<file path="src/rtl/seg_scan_ctrl.sv">
// Seven-segment scan controller: one shared BCD nibble plus a one-hot digit enable, frame-synchronous value update.
// Optional leading-zero blanking when SEG_LZB_EN is defined (blanked digits output 4'hF).
module seg_scan_ctrl #(
  parameter int NUM_DIGITS   = 4,
  parameter int REFRESH_DIV  = 50000,
  parameter int BLANK_CYCLES = 500
) (
  input  logic                    clk,
  input  logic                    rst,
  input  logic                    load,
  input  logic [4*NUM_DIGITS-1:0] value_in,
  output logic                    load_ack,
  output logic [3:0]              bcd_out,
  output logic [NUM_DIGITS-1:0]   digit_en,
  output logic                    frame_done
);

  localparam int MAXC = (REFRESH_DIV > BLANK_CYCLES) ? REFRESH_DIV : BLANK_CYCLES;
  localparam int CW   = $clog2(MAXC + 1);
  localparam int IW   = $clog2(NUM_DIGITS);
  localparam int DW   = 4 * NUM_DIGITS;

  localparam logic [CW-1:0] SHOW_LAST  = CW'(REFRESH_DIV - 1);
  localparam logic [CW-1:0] BLANK_LAST = (BLANK_CYCLES > 0) ? CW'(BLANK_CYCLES - 1) : '0;
  localparam logic [IW-1:0] IDX_LAST   = IW'(NUM_DIGITS - 1);

  typedef enum logic {BLANK = 1'b0, SHOW = 1'b1} state_t;

  state_t                state_q, state_d;
  logic [IW-1:0]         idx_q, idx_d;
  logic [CW-1:0]         cnt_q, cnt_d;
  logic [DW-1:0]         active_q, active_d;
  logic [DW-1:0]         pend_val_q, pend_val_d;
  logic                  pend_q, pend_d;
  logic                  load_ack_q, load_ack_d;
  logic                  frame_done_q, frame_done_d;
  logic [3:0]            bcd_q, bcd_d;
  logic [NUM_DIGITS-1:0] digit_en_q, digit_en_d;
  logic                  transfer;

  function automatic logic [3:0] disp_nib(input logic [DW-1:0] a, input logic [IW-1:0] k);
    logic [DW-1:0] s;
    s = a >> {k, 2'b00};
`ifdef SEG_LZB_EN
    // everything from digit k upward is zero: this is a leading zero
    if (k != '0 && s == '0) return 4'hF;
`endif
    return s[3:0];
  endfunction

  always_comb begin
    state_d = state_q;
    idx_d   = idx_q;
    cnt_d   = cnt_q + CW'(1);
    if (state_q == BLANK) begin
      if (cnt_q == BLANK_LAST) begin
        state_d = SHOW;
        cnt_d   = '0;
      end
    end else if (cnt_q == SHOW_LAST) begin
      idx_d   = (idx_q == IDX_LAST) ? '0 : idx_q + IW'(1);
      state_d = (BLANK_CYCLES == 0) ? SHOW : BLANK;
      cnt_d   = '0;
    end

    // frame_done_q marks the current cycle as the last of the frame
    transfer   = frame_done_q && (pend_q || load);
    active_d   = active_q;
    pend_d     = pend_q;
    pend_val_d = pend_val_q;
    if (transfer) begin
      active_d = load ? value_in : pend_val_q;
      pend_d   = 1'b0;
    end else if (load) begin
      pend_val_d = value_in;
      pend_d     = 1'b1;
    end
    load_ack_d = transfer;

    frame_done_d = (state_d == SHOW) && (idx_d == IDX_LAST) && (cnt_d == SHOW_LAST);
    digit_en_d   = (state_d == SHOW) ? (NUM_DIGITS'(1) << idx_d) : '0;
    bcd_d        = disp_nib(active_d, idx_d);
  end

  always_ff @(posedge clk or posedge rst) begin
    if (rst) begin
      state_q      <= (BLANK_CYCLES == 0) ? SHOW : BLANK;
      idx_q        <= '0;
      cnt_q        <= '0;
      active_q     <= '0;
      pend_val_q   <= '0;
      pend_q       <= 1'b0;
      load_ack_q   <= 1'b0;
      frame_done_q <= 1'b0;
      bcd_q        <= '0;
      digit_en_q   <= (BLANK_CYCLES == 0) ? NUM_DIGITS'(1) : '0;
    end else begin
      state_q      <= state_d;
      idx_q        <= idx_d;
      cnt_q        <= cnt_d;
      active_q     <= active_d;
      pend_val_q   <= pend_val_d;
      pend_q       <= pend_d;
      load_ack_q   <= load_ack_d;
      frame_done_q <= frame_done_d;
      bcd_q        <= bcd_d;
      digit_en_q   <= digit_en_d;
    end
  end

  assign load_ack   = load_ack_q;
  assign bcd_out    = bcd_q;
  assign digit_en   = digit_en_q;
  assign frame_done = frame_done_q;

endmodule

</file>
<file path="config.mk">
export PLATFORM = sky130hd
export DESIGN_NAME = seg_scan_ctrl
export DESIGN_NICKNAME = d
export VERILOG_FILES = /design/src/rtl/seg_scan_ctrl.sv
export SDC_FILE = /design/constraint.sdc
export NUM_CORES = 1
export LEC_CHECK = 0
export CORE_MARGIN = 2
export CORE_UTILIZATION = 44
export CTS_CLUSTER_SIZE = 12
export DETAILED_ROUTE_END_ITERATION = 10
export GPL_ROUTABILITY_DRIVEN = 0
export SETUP_SLACK_MARGIN = 0.2
export SYNTH_ARGS = -nofsm -noshare
export SYNTH_HDL_FRONTEND = slang
export SYNTH_SLANG_ARGS = --single-unit
</file>
<file path="constraint.sdc">
create_clock -name clk -period 5.5 [get_ports clk]
set_input_delay 1.65 -clock clk [delete_from_list [all_inputs] [get_ports clk]]
set_output_delay 1.65 -clock clk [all_outputs]
set_load 0.02 [all_outputs]
</file>
* Yosys cells after proc, flatten, opt, wreduce, memory -nomap -nowiden
Index checks and enable logic that the tools add are counted.
** Word-level totals
- Bits in registers :: 62
- Input port bits :: 19
- Output and inout bits :: 10
- Word-level logic and storage cells :: 38
** Cells by class
- Add/sub/neg operators :: 2
- Equal/unequal tests :: 5
- Shifts and indexed selects :: 2
- Mux-type cells :: 14
- Reductions and logical operators :: 5
** Operators with widths (number)
- $mux W16 :: 5
- $eq A16 B16 Y1 const B :: 2
- $add A16 B1 Y16 const B :: 1
- $eq A16 B9 Y1 const B :: 1
- $shr A16 B4 Y4 :: 1
- $mux W2 :: 3
- $mux W1 :: 5
- $eq A2 B2 Y1 const B :: 2
- $mux W4 :: 1
- $shl A1 B2 Y4 const A :: 1
- $logic_and A1 B1 Y1 :: 3
- $add A2 B1 Y2 const B :: 1
- $reduce_bool A2 Y1 :: 1
- $logic_or A1 B1 Y1 :: 1

* Longest topological paths before layout
Gate-level depths: netlist (run 1).
- Depth after elaboration :: 7
- Mapped depth :: 8
- Gate-level depth less buffers :: 7

* Worst setup path after synthesis (run 1)
Ideal clock, no wire load.
- Path type :: input-to-reg
- From :: input load
- To :: register bcd_q[0], in the netlist bcd_out[0]
- Setup time :: 86 ps
- Arrival :: 3046 ps
- Required time :: 5414 ps
- Setup slack :: 2368 ps
- Stages on the path :: 8
- Buffers on the path :: 3
- Cells stage by stage :: buf_2 o21ai_0 clkbuf_1 clkbuf_1 nand2_1 o21ai_0 o21ai_0 a32oi_1
** Between the ends
- Longest elaborated chain between the ends :: 4
- Elaborated cells between the ends (all ways) :: 5
- Classes of those cells :: shift: 1; mux: 2; reduce/logical: 2
** RTL lines
- from (decl) :: line 10 : input logic load,
- $logic_or A1 B1 Y1 :: line 67 : transfer = frame_done_q && (pend_q || load);
- $logic_and A1 B1 Y1 :: line 67
- $mux W16 * :: line 71 : if (transfer) begin
- net active_d[8] :: line 32 : logic [DW-1:0] active_q, active_d;
- $shr A16 B4 Y4 * :: line 43 : s = a >> {k, 2'b00};
- net bcd_d[0] :: line 37 : logic [3:0] bcd_q, bcd_d;
- to (signal assigned) :: line 95 : bcd_q <= '0;
- to (signal assigned) :: line 106 : bcd_q <= bcd_d;
- to (decl) :: line 37
The timed path passes the listed nets; every way through them passes the cells marked *.
A chain may end at the register's enable or synchronous reset.

* Final worst setup path (run 1)
- From :: input load
- To :: register bcd_q[1], in the netlist bcd_out[1]
** Between the ends
- Longest elaborated chain between the ends :: 4
- Elaborated cells between the ends (all ways) :: 5
- Classes of those cells :: shift: 1; mux: 2; reduce/logical: 2
** RTL lines (line)
- $logic_or A1 B1 Y1 :: 67
- $logic_and A1 B1 Y1 :: 67
- $mux W16 * :: 71
- $shr A16 B4 Y4 * :: 43
- net bcd_d[1] :: 37
Marked as above.

==> reports/results.ini, run 1 <==
[run_status]
status=complete, no violations

[critical_path]
end_kind=flip-flop
critical_path.max_fanout=29
crit_required_ps=5750
criticalPathCategory=in2reg
cp_slowest_stage_delay_ps=390
worstSetupStartpointType=primary input
arrival_ps=3490
cp_common_cell=buf_4
cpMaxStageDelayCell=clkdlybuf4s50_1
path_cells=clkdlybuf4s50_1, buf_4, o21ai_1, buf_4, mux2_2, a21oi_1, a22oi_1, a32oi_1

[synth]
synth-seq-area-share=0.519
avgSynthCellArea_um2=10.8
ys_types=49
synthesis.nets=297
synth_flop_cell=dfrtp_1
ys_ff_latch=62
syn_area_um2=2990
synth_edf_count=0
netlist_instances=276
async_reset_ff_frac=1.00
yosys_warnings=0

[grt]
grt_max_degree=38
overflow=0
grt_antenna_before_repair=0
grt_pass1_wl_um=9710
grt_pass1_vias=2050
grt_use_total=0.170

[placed_design]
dp_cells=375
dp_hpwl_um=3920
io_buffer_count=28
place_ws_ps=1860

[floorplanning]
num_rows=30
initial_core_util=0.447
die_w_um=86.4
coreArea_um2=6680
num_io_pins=29
dieArea_um2=7470
die_y_um=86.4

[sta]
drv_slew=0
final_hold_viol_count=0
layout_setup_ws_ps=2260
slew_headroom=0.614
tightest_slew_ps=579
clock_skew_ps=8.04
fin_crit_sh=0.590
fin_crit_ps=3240
rsz0062_at_grt=no
fmax_mhz=308
fin_setup_tns_ps=0
setup_viol=0

[clocking]
postCtsSetupBuffers=0
clock_sink_count=62
cts_made_buffers=9
clock_latency_ps=340
ctsResizeCount=0
cts_max_path_buffers=2
tritoncts=yes
clkTransAtPathRegs_ps=70
cts_hold_buffers=0
clockRootBuffer=clkbuf_8
h-tree-depth=3

[final_layout]
nNetsFinal=327
syn_to_final_growth_pct=18.1
stdcell_count=391
diodes=0
drive_gt1_frac=0.170
utilization=0.528

[route]
first_iter_violations=88
wl_per_cell_um=14.1
drt.antenna.violating_nets=0
drc=0
routed_wl_um=5520
drtPass1Iterations=4
vias=2048
viasPerCell=5.24

[power]
power_density_nw_per_um2=260
power.leakage_nw=1.55
max-vdd-ir-drop_v=0.000162

[worst_hold_path]
min_path_type=reg2reg

[run]
maxCapViolations=0

-- registers in the layout, indices dropped and copies added, names as in the netlist --
signal      flops
digit_en        4
idx_q           2
cnt_q          16
pend_q          1
state_q         1
frame_done      1
active_q       16
pend_val_q     16
load_ack        1
bcd_out         4
-- per-stage QoR --
step | power, W | area (um2) | hold slack (ps)
final | 0.000918 | 3530 | 492
after floorplan | 0.000512 | 2990 | 448
after global routing | 0.000963 | 3530 | 519
after detailed placement | 0.000536 | 3330 | 482
after global placement | 0.000535 | 3330 | 472
after CTS | 0.000933 | 3530 | 499
-- metal layers --
layer,global-route usage,vias up,routed length [um]
met2,0.273,34,2660
met4,0.0653,0,93
li1,-,1028,-
met3,0.0533,10,214
met5,0,-,0
met1,0.214,976,2550
-- cell type report --
cell class              count  area, um2
flip-flops and latches     62       1550
well taps                  80        100
repair buffers             32        310
fillers                   599       3150
multi-input cells         186       1310
clock inverters             7       72.6
clock buffers               9        124
inverters                  15       58.8
-- cell usage in the layout, fill, tap and decap left out, types with 2 or more instances in the layout --
master           Yosys  routed
xor2_1               5       5
nand4_1              4       4
nand4b_1             3       3
clkinv_2             0       2
o21ai_1              1       2
a22oi_1              4       4
clkinvlp_4           0       2
nand2_1             23      23
mux2i_1             18      18
nor3_1               4       4
clkdlybuf4s50_1      0      28
a32oi_1              4       4
clkbuf_8             0       9
xnor2_1              8       8
or4_1                2       2
o21ai_0             23      22
nand3_1             10      10
mux2_2              20      20
nor4_1               2       2
dfrtp_1             62      62
a21oi_1              7       7
and3_1               2       2
buf_4                2       4
or2_2                2       2
inv_1               14      13
nor2_1              19      19
ha_1                 2       2
or3_1                3       3
-- report_power, final --
group / switching, W / total [W] / internal (W) / leakage, nW
combinational: 0.0000233 / 0.0000529 / 0.0000295 / 0.667
sequential: 0.00000553 / 0.000473 / 0.000468 / 0.789
clock: 0.000183 / 0.000392 / 0.000209 / 0.0956
-- cell families after synthesis --
group / after synthesis / share of synthesized area
simple gates: 88 / 0.161
buf+inv: 28 / 0.0419
mux: 38 / 0.136
fa+ha+maj: 2 / 0.00837
compound gates: 45 / 0.0959
flops: 62 / 0.519
xor+xnor: 13 / 0.0381
-- Yosys cell counts (3+ instances only) --
library cell  count  area [um2]
dfrtp_1          62        1550
or3_1             3        18.8
a21oi_1           7        35.0
nand4_1           4        25.0
mux2_2           20         225
inv_1            14        52.6
a32oi_1           4        35.0
nor3_1            4        20.0
nand2_1          23        86.3
mux2i_1          18         180
nand4b_1          3        26.3
nor2_1           19        71.3
xor2_1            5        43.8
a22oi_1           4        30.0
xnor2_1           8        70.1
clkbuf_1          6        22.5
nand3_1          10        50.1
o21ai_0          23         115
-- critical path, delay by kind of cell --
family                 cells  cell delay (ps)
multiplexers               1              390
AO/OA/AOI/OAI              4              550
buffers and inverters      3              900
-- worst paths after layout --
path	from	depth (start not counted)	slack (ps)	to
min in group asynchronous	rst	2	1680	pend_val_q[3]
hold / removal	frame_done	1	490	pend_q
setup / recovery	load	8	2260	bcd_out[1]
hold reg to reg	frame_done	1	490	pend_q
setup reg to reg	cnt_q[0]	5	3070	frame_done
max in group asynchronous	rst	3	2960	cnt_q[2]
No activity file was read; power rests on OpenSTA's default activity.
==> run 2: changes to the inputs <==
==> constraint.sdc (replaced) <==
create_clock -name clk -period 3.25 [get_ports clk]
set_input_delay 0.975 -clock clk [delete_from_list [all_inputs] [get_ports clk]]
set_output_delay 0.975 -clock clk [all_outputs]
set_load 0.02 [all_outputs]
==> run 2 against run 1 <==
  * Register-to-register slack lost 2200 ps
  * Die area is the same
  * Critical path depth down 1
  * Sequential power grew 70%
  * Via count grew 0.93%
  * First-iteration DRC count grew 13%
  * Final cell count up 0.26%
  * Wire length rose by 3.6%
  * Power increased by 64%
  * Flip-flop and latch count stayed put
  * Combinational power is 78% higher
  * Sequential share of layout area fell by 0.11 points
==> reports/results.ini, run 2 (synthesized netlist as in run 1, its figures left out) <==
[clocking]
cts_made_buffers=9
cts_max_path_buffers=2
clock_sink_count=62
h-tree-depth=3
clockRootBuffer=clkbuf_8
tritoncts=yes
clock_latency_ps=340
ctsResizeCount=0
clkTransAtPathRegs_ps=70
postCtsSetupBuffers=0
cts_hold_buffers=0

[floorplanning]
coreArea_um2=6680
num_io_pins=29
dieArea_um2=7470
die_y_um=86.4
die_w_um=86.4
initial_core_util=0.447
num_rows=30

[run]
maxCapViolations=0

[final_layout]
nFillCells=604
multiInputGateArea_um2=1310
drive_gt1_frac=0.173
syn_to_final_growth_pct=18.4
largestRegisters=active_q x16, cnt_q x16, pend_val_q x16
regArea_um2=1550
final_cell_mix=62 x dfrtp_1, 28 x clkdlybuf4s50_1, 23 x nand2_1, 22 x o21ai_0, 20 x mux2_2
diodes=0
fin_area_um2=3540
nNetsFinal=328
final_common_cell=dfrtp_1

[power]
switching_power_w=0.000347
power_frac_comb=0.062
p_int_w=0.00116
max-vdd-ir-drop_v=0.000230
p_seq_frac=0.532
p_sw_frac=0.230
power.leakage_nw=1.56
p_clk_frac=0.406
power_density_nw_per_um2=426

[run_status]
status=complete, no violations

[route]
viasPerCell=5.27
drtPass1Iterations=4
drt.antenna.violating_nets=0
wl_per_cell_um=14.6
routed_wl_um=5720
first_iter_violations=99
drc=0
vias=2067

[grt]
gr-usage-met3=0.0448
busiest_layer=met2
overflow=0
grt_use_total=0.169
grt_pass1_vias=2031
grt_pass1_wl_um=9710
use_met1=0.223
grt_max_degree=39
grtUsageMet2=0.264
grt_antenna_before_repair=0

[sta]
rsz0062_at_grt=no
clock_skew_ps=11.3
fin_setup_tns_ps=0
fin_crit_ps=2440
final_hold_viol_count=0
fmax_mhz=411
slew_headroom=0.631
fin_crit_sh=0.749
drv_slew=0
tightest_slew_ps=553
setup_viol=0
layout_setup_ws_ps=815

[critical_path]
end_kind=flip-flop
worstSetupStartpointType=primary input
critical_path.max_fanout=25
arrival_ps=2690
crit_required_ps=3500
criticalPathCategory=in2reg

[placed_design]
io_buffer_count=28
place_area_um2=3350
dp_hpwl_um=4090
place_ws_ps=463

[worst_hold_path]
min_path_type=reg2reg

-- run 2: changes by cell type in the layout (fill, tap and decap cells not counted) --
cell       delta
bufinv_16     -1
inv_6         -1
clkbuf_8      +2
buf_12        +1
-- run 2: cell type report --
| class | count | area share |
|---|---|---|
| timing repair buffer | 33 | 0.0934 |
| tap | 80 | 0.0283 |
| sequential | 62 | 0.438 |
| clock inverter | 5 | 0.00955 |
| inverter | 15 | 0.0166 |
| multi-input combinational | 186 | 0.371 |
| clock buffer | 11 | 0.0428 |
-- run 2: final timing paths --
| kind | from | endpoint | slack [ps] | cells past startpoint |
|---|---|---|---|---|
| max in group asynchronous | rst | state_q | 1660 | 3 |
| setup / recovery | load | bcd_out[2] | 810 | 7 |
| setup reg to reg | cnt_q[0] | frame_done | 840 | 5 |
| hold reg to reg | active_q[11] | active_q[11] | 490 | 2 |
| min in group asynchronous | rst | pend_val_q[4] | 1000 | 2 |
| hold / removal | active_q[11] | active_q[11] | 490 | 2 |
-- run 2: stage by stage --
| step | total power [W] | utilization | instances | hold slack (ps) |
|---|---|---|---|---|
| 6_report | 0.00151 | 0.530 | 392 | 491 |
| 5_1_grt | 0.00157 | 0.530 | 392 | 518 |
| 4_1_cts | 0.00153 | 0.530 | 392 | 495 |
| 3_5_place_dp | 0.000913 | 0.502 | 376 | 476 |
| 3_3_place_gp | 0.000910 | 0.502 | 376 | 468 |
| 2_1_floorplan | 0.000867 | - | 276 | 448 |
-- run 2: critical path, cell delays in order --
cell and delay [ps]:
clkdlybuf4s50_1 420, o21ai_1 420, buf_4 330, nand2_1 70, o21ai_0 130, nand3_1 110, a32oi_1 220
-- run 2: power by group through the flow --
stage | Sequential (W) | Combinational [W] | Clock (W)
after floorplan | 0.000813 | 0.0000544 | 0
after global placement | 0.000815 | 0.0000948 | 0
after detailed placement | 0.000816 | 0.0000963 | 0
after CTS | 0.000802 | 0.0000967 | 0.000633
after global routing | 0.000804 | 0.000105 | 0.000663
final | 0.000802 | 0.0000939 | 0.000612
-- run 2: per-layer routing --
metal / share of wire / routed length [um]
met3: 0.029 / 166
met4: 0.013 / 72
met5: 0 / 0
met1: 0.47 / 2680
met2: 0.49 / 2800
